### config.mk
export PLATFORM = sky130hd
export DESIGN_NAME = fpumul_retire
export DESIGN_NICKNAME = d
export VERILOG_FILES = /design/src/rtl/fpumul_retire_pkg.sv /design/src/rtl/fpu_retire_fifo.sv /design/src/rtl/fpumul_retire.sv
export SDC_FILE = /design/constraint.sdc
export NUM_CORES = 1
export LEC_CHECK = 0
export ABC_AREA = 1
export CAP_MARGIN = 20
export CORE_UTILIZATION = 55
export DETAILED_ROUTE_END_ITERATION = 16
export PLACE_DENSITY_LB_ADDON = 0.1
export SKIP_CTS_REPAIR_TIMING = 1
export SLEW_MARGIN = 5
export SYNTH_ARGS = -nofsm -noshare
export SYNTH_HDL_FRONTEND = slang
export SYNTH_HIERARCHICAL = 1
export SYNTH_SLANG_ARGS = --single-unit
### constraint.sdc
create_clock -name clk -period 4.4 [get_ports clk]
set_input_delay 0.88 -clock clk [delete_from_list [all_inputs] [get_ports clk]]
set_output_delay 0.88 -clock clk [all_outputs]
set_load 0.01 [all_outputs]
### src/rtl/fpumul_retire_pkg.sv
// Shared FPU retire definitions: exception-flag bit positions, result
// type encodings and the packed layout of one retire buffer entry.
package fpumul_retire_pkg;

  // Exception raise/enable vector bit positions (csrfpu_* layout)
  localparam int CSRFPU_W     = 11;
  localparam int CSRFPU_NX    = 0;   // inexact
  localparam int CSRFPU_UF    = 1;   // underflow
  localparam int CSRFPU_OF    = 2;   // overflow
  localparam int CSRFPU_DZ    = 3;   // divide by zero
  localparam int CSRFPU_NV    = 4;   // invalid operation
  localparam int CSRFPU_DN    = 5;   // denormal operand
  localparam int CSRFPU_SNAN  = 6;   // signalling NaN operand
  localparam int CSRFPU_QNAN  = 7;   // quiet NaN operand
  localparam int CSRFPU_INF   = 8;   // infinite operand
  localparam int CSRFPU_STK   = 9;   // stack fault
  localparam int CSRFPU_ES    = 10;  // error summary

  // Result bus layout
  localparam int RES_W        = 68;
  localparam int RES_HI_W     = 16;
  localparam int TAG_W        = 9;
  localparam int PTYPE_MSB    = 67;
  localparam int PTYPE_LSB    = 66;
  localparam int SIGN_BIT     = 65;

  // Result type carried in res[67:66]; retire logic never decodes it
  typedef enum logic [1:0] {
    PT_SINGLE  = 2'b00,
    PT_DOUBLE  = 2'b01,
    PT_EXT     = 2'b10,
    PT_SPECIAL = 2'b11
  } ptype_e;

  // One buffered multiplier result: 68 + 16 + 11 + 9 bits
  localparam int ENTRY_W = RES_W + RES_HI_W + CSRFPU_W + TAG_W;

  typedef struct packed {
    logic [RES_W-1:0]    res;
    logic [RES_HI_W-1:0] res_hi;
    logic [CSRFPU_W-1:0] raise;
    logic [TAG_W-1:0]    tag;
  } entry_t;

  // True when any raised exception is enabled in the mask
  function automatic logic excpt_hit(input logic [CSRFPU_W-1:0] raise,
                                     input logic [CSRFPU_W-1:0] mask);
    return |(raise & mask);
  endfunction

endpackage

### src/rtl/fpu_retire_fifo.sv
// Retire buffer storage: single write port, single read port, wrapping
// pointers and an occupancy count. The caller never pushes into a full
// buffer without a matching pop and never pops an empty one.
module fpu_retire_fifo #(
  parameter int WIDTH = 104,
  parameter int DEPTH = 4
) (
  input  logic                       clk,
  input  logic                       rst,
  input  logic                       push,
  input  logic                       pop,
  input  logic [WIDTH-1:0]           wr_data,
  output logic [WIDTH-1:0]           rd_data,
  output logic [$clog2(DEPTH):0]     count,
  output logic [$clog2(DEPTH):0]     count_next
);

  localparam int AW = $clog2(DEPTH);

  logic [WIDTH-1:0] mem [DEPTH];
  logic [AW-1:0]    wr_ptr;
  logic [AW-1:0]    rd_ptr;

  // Head entry is visible without waiting for a read strobe
  assign rd_data = mem[rd_ptr];

  // Occupancy after this edge; simultaneous push and pop cancel out
  always_comb begin
    count_next = count;
    count_next = count + (AW+1)'(push) - (AW+1)'(pop);
  end

  // Pointer and count update; pointers wrap modulo DEPTH by width
`ifdef swapedge
  always_ff @(posedge clk or negedge rst) begin
`else
  always_ff @(negedge clk or negedge rst) begin
`endif
    if (!rst) begin
      wr_ptr <= '0;
      rd_ptr <= '0;
      count  <= '0;
    end else begin
      if (push) wr_ptr <= wr_ptr + AW'(1);
      if (pop)  rd_ptr <= rd_ptr + AW'(1);
      count <= count_next;
    end
  end

  // Entry storage carries no reset; contents are meaningless when empty
`ifdef swapedge
  always_ff @(posedge clk) begin
`else
  always_ff @(negedge clk) begin
`endif
    if (push) mem[wr_ptr] <= wr_data;
  end

endmodule

### src/rtl/fpumul_retire.sv
// Multiplier retire stage: buffers multiplier results in order, hands the
// head to writeback, accumulates sticky exception flags in retire order and
// tells issue to hold off when the buffer cannot absorb in-flight results.
module fpumul_retire
  import fpumul_retire_pkg::*;
#(
  parameter int DEPTH     = 4,
  parameter int STALL_THR = 2
) (
  input  logic          clk,
  input  logic          rst,
  input  logic          mul_vld,
  input  logic [67:0]   mul_res,
  input  logic [15:0]   mul_res_hi,
  input  logic [10:0]   mul_raise,
  input  logic [8:0]    mul_tag,
  input  logic [10:0]   excpt_mask,
  input  logic          clr_flags,
  input  logic          wb_rdy,
  output logic          wb_vld,
  output logic [67:0]   wb_res,
  output logic [15:0]   wb_res_hi,
  output logic [8:0]    wb_tag,
  output logic          wb_excpt,
  output logic [10:0]   flags,
  output logic          stall,
  output logic          drop_err
);

  localparam int AW = $clog2(DEPTH);

  entry_t       wr_entry;
  entry_t       head;
  logic [AW:0]  count;
  logic [AW:0]  count_next;
  logic [AW:0]  free_next;
  logic         full;
  logic         push;
  logic         pop;
  logic         drop;
  logic         armed;
  logic         stall_next;

  assign wr_entry = '{res: mul_res, res_hi: mul_res_hi,
                      raise: mul_raise, tag: mul_tag};

  fpu_retire_fifo #(
    .WIDTH (ENTRY_W),
    .DEPTH (DEPTH)
  ) u_fifo (
    .clk        (clk),
    .rst        (rst),
    .push       (push),
    .pop        (pop),
    .wr_data    (wr_entry),
    .rd_data    (head),
    .count      (count),
    .count_next (count_next)
  );

  // A full buffer still accepts a result when the head retires on the same
  // edge; otherwise the result is lost and reported through drop_err.
  // Nothing is accepted until one edge has passed since reset release.
  assign full   = (count == (AW+1)'(DEPTH));
  assign wb_vld = (count != '0);
  assign pop    = wb_vld & wb_rdy;
  assign push   = mul_vld & armed & (~full | pop);
  assign drop   = mul_vld & armed & full & ~pop;

  // Result fields pass straight through, ptype included
  assign wb_res    = head.res;
  assign wb_res_hi = head.res_hi;
  assign wb_tag    = head.tag;
  assign wb_excpt  = wb_vld & excpt_hit(head.raise, excpt_mask);

  // Stall looks at the occupancy being loaded this edge so it tracks count
  assign free_next  = (AW+1)'(DEPTH) - count_next;
  assign stall_next = (32'(free_next) <= STALL_THR);

  // Sticky flags, drop tracking, stall register and reset-release arming
`ifdef swapedge
  always_ff @(posedge clk or negedge rst) begin
`else
  always_ff @(negedge clk or negedge rst) begin
`endif
    if (!rst) begin
      armed    <= 1'b0;
      flags    <= '0;
      drop_err <= 1'b0;
      stall    <= 1'b0;
    end else begin
      armed <= 1'b1;
      if (pop)
        flags <= (clr_flags ? '0 : flags) | head.raise;
      else if (clr_flags)
        flags <= '0;
      if (drop)
        drop_err <= 1'b1;
      stall <= stall_next;
    end
  end

endmodule

After elaboration in Yosys (flattened, before gate mapping)
Memories as Yosys holds them, arrays and structs flattened. Index checks and enable logic that the tools add are counted. W data, S select, Z words.

Add/sub/neg operators: 5. Eq/ne operators: 1. $lt $le $gt $ge: 1. Bitwise operators: 11. Reduce and logical (&&, ||, !) cells: 2. Mux-type cells: 4.

Operators with widths (count): $mux W11 (2); $and A11 B11 Y11 (1); $or A11 B11 Y11 (1); $reduce_or A11 Y1 (1); $and A1 B1 Y1 (6); $add A2 B1 Y2 const B (2); $add A3 B1 Y3 (1); $eq A3 B3 Y1 const B (1); $le A3 B2 Y1 const B (1); $reduce_bool A3 Y1 (1); $sub A3 B1 Y3 (1); $sub A3 B3 Y3 const A (1); $mux W1 (2); $not A1 Y1 (2); $or A1 B1 Y1 (1).

Memory bits (writable): 416. Register bits after elaboration: 21. Output and inout bits: 108. Memories: 1.

Memories: u_fifo.mem (words 4, bits a word 104, rd ports 1, clocked after memory_dff 0, write ports 1, RTL line fpu_retire_fifo.sv:20) `logic [WIDTH-1:0] mem [DEPTH];`.

Logic depth before layout (Yosys ltp)
Depth after elaboration: 8. Depth in mapped cells: 14. Mapped depth without buffers: 13.

By module
The synthesis kept the hierarchy.

By module, submodules not included: fpu_retire_fifo (area an instance 17889.7 um2, instances 1, cells each 1675); fpumul_retire (area an instance 705.7 um2, instances 1, cells each 90).

==> flow_summary.ini <==
[worst_setup_path]
crit_fanout = 7
worst-r2r-setup-slack_ns = 2.00
cp_common_cell = nand2_1
critPathMaxStageDelay_ns = 0.47
critPathCaptureType = output pin
cp.arrival_ns = 4.33
start_kind = flip-flop
crit_buf_inv = 4
crit_slowest_cell = dfrtn_1
path_delay_family = simple AND/OR/NAND/NOR gates
crit_type = flip-flop to output pin
cp.required_ns = 3.52
crit_chain = buf_6, clkbuf_16, nand2_4, nand3_2, nand2_2, nand2_1, nand2_1, nor2_1, nand3_1, nand2_1, inv_1, buf_6

[logic_synthesis]
ys_types = 24
ys_seq_area_frac = 0.7000
synthMostInstantiatedCell = nand2_1
netlist_top_cells_count = 560 x nand2_1, 447 x inv_1, 416 x edfxtp_1, 211 x nand3_1, 31 x buf_2
synth_edf_count = 416
yosys.area.top_type = edfxtp_1
synth-seq-cells = 437
syn_inst = 1765
syn-cell-area_um2 = 18600
avgSynthCellArea_um2 = 10.54
synth_ff_type = edfxtp_1
yosysWarnings = 6
synth.area.top_cells = edfxtp_1 67%, nand2_1 11%, inv_1 9.0%, nand3_1 5.7%, dfrtn_1 2.8%
syn-num-nets = 1894
async_reset_ff_frac = 0.04805
synth_top_area_frac = 0.6718

[cts]
root_buffer = clkbuf_16
path_clk_slew_ns = 0.05
clk_latency_ns = 0.62
cts_tree = yes
htree_levels = 2
cts_made_buffers = 48
ctsLongestPathBuffers = 3
cts_num_sinks = 437

[drt]
wl_met1_um = 17610
wl_met2_um = 25250
post_drt_wl_per_cell_um = 15.86
top_layer_used = met5
drtAntennaViolNets = 0
num_vias = 14490
via_per_inst = 4.820
wl_met3_um = 3612
drt_iter0_drc = 870
wl_um = 47670
drc = 0
dr.pass1.iters = 5

[power]
powerDensity_nw_per_um2 = 665.1
p_leak_nw = 13.97
p_clk_frac = 0.308
p_sw_frac = 0.3712
vdd_drop_max_v = 0.0004655
p_seq_frac = 0.299
switching_power_w = 0.006528
p_comb_frac = 0.393
p_int_w = 0.01106

[global_route]
grt_overflow = 0
grt_first_pass_wirelength_um = 65150
grt_pass1_vias = 14740
antenna_found_initial = 4
grt_start_max_net_pins = 81
grtUsageTotal = 0.2444

[timing]
finClkSkew_ns = 0.09209
setup_viol = 98
maxSlewViolCount = 0
worst_slack_ns = -0.8082
rsz0062_at_grt = true
finalHoldViolCount = 0

[finish]
num-nets-final = 2653
fillers = 1936
fin_area_um2 = 26440
area_growth_pct = 42.19
drive_gt1_frac = 0.1359
utilization = 0.8045

[job]
cap_viol_max_count = 0

[placement]
port_buffers = 227
dp_hpwl_um = 25080
gp_congestion = 0.7509
place_area_um2 = 22200

[floorplan]
floorplan.die_area_um2 = 34550
fp.coreArea_um2 = 32870
pin_count = 228
dieHeight_um = 185.9
fp-row-count = 66
die_width_um = 185.9
initial_core_util = 0.5658

[worst_hold_path]
hold_class = flip-flop to flip-flop

[outcome]
status = finished, violations left
violations = negative setup slack
worst register-to-register path, delay by kind of cell, from the launching register on:
family | cells | cell delay [ns]
buffers and inverters | 3 | 0.16
DFF | 1 | 0.48
adders and majority gates | 4 | 1.26
AOI/OAI and AO/OA | 2 | 0.28
and+or+nand+nor | 1 | 0.07
registers in the layout, summed over array words and instances, names as in the netlist:
signal,flops
flags,11
u_fifo/wr_ptr,2
u_fifo/mem,416
u_fifo/count,3
drop_err,1
armed,1
stall,1
u_fifo/rd_ptr,2
power groups by stage:
stage	sequential, W	clock, W	combinational, W
after global placement	0.00529	0.000560	0.00582
after CTS	0.00526	0.00552	0.00596
after global routing	0.00528	0.00600	0.00743
after floorplan	0.00533	0.000560	0.00304
final	0.00525	0.00542	0.00691
after detailed placement	0.00530	0.000560	0.00590
through the flow:
stage / instances / hold slack, ns / setup TNS [ns] / total power (W) / worst slack [ns]
floorplan: 1765 / 0.4229 / -389.17 / 0.008928 / -0.9332
global placement: 2451 / 0.4234 / -263.35 / 0.01166 / -1.101
detailed placement: 2451 / 0.4281 / -287.77 / 0.01177 / -1.151
CTS: 2952 / 0.4279 / -104.93 / 0.01674 / -1.154
global route: 3004 / 0.4324 / -75.14 / 0.01870 / -0.8903
finish: 3005 / 0.4124 / -64.67 / 0.01759 / -0.8082
cell families (layout without fill, tap and decap cells):
family                   Yosys count  count (layout)  share of synthesized area
AND/OR/NAND/NOR                  777             777                     0.1717
buffers and inverters            522            1317                     0.1153
flip-flops                       437             437                     0.7000
AO/OA/AOI/OAI                     15              15                   0.004441
adder cells (fa/ha/maj)            9               9                   0.006460
XOR/XNOR                           4               4                   0.001884
other                              1               4                  0.0002017
layout make-up:
class | count | area, µm² | area share
tap | 442 | 553.0 | 0.02092
sequential | 437 | 13020 | 0.4923
multi-input combinational | 806 | 3740 | 0.1414
timing repair buffer | 366 | 4280 | 0.1619
antenna | 3 | 7.507 | 0.0002839
clock inverter | 449 | 1821 | 0.06885
inverter | 449 | 1729 | 0.06540
clock buffer | 53 | 1294 | 0.04893
routing by layer:
layer,global-route usage,up-vias
met4,0.1377,2
li1,-,7027
met5,0,-
met2,0.4236,528
met1,0.2552,6828
met3,0.08981,100
placed cells by master (no fill, tap or decap), types with 26 or more instances in the layout:
master,netlist,final
clkbuf_16,0,67
nand3_2,0,26
nand2_2,2,30
nand2_1,560,519
inv_1,447,865
nand3_1,211,185
clkbuf_2,0,40
buf_12,0,47
dlymetal6s2s_1,0,57
clkdlybuf4s50_1,0,118
buf_4,30,54
edfxtp_1,416,416
worst paths after layout:
kind / start / to / depth (start not counted)
max in group asynchronous: rst / u_fifo/rd_ptr[0] / 2
worst max-delay path: u_fifo/rd_ptr[0] / wb_excpt / 12
worst min register to register: drop_err / drop_err / 1
worst min-delay path: drop_err / drop_err / 1
min in group asynchronous: rst / flags[8] / 2
worst max register to register: u_fifo/count[1] / stall / 10
Note: power is estimated with default switching activity, not from simulation.
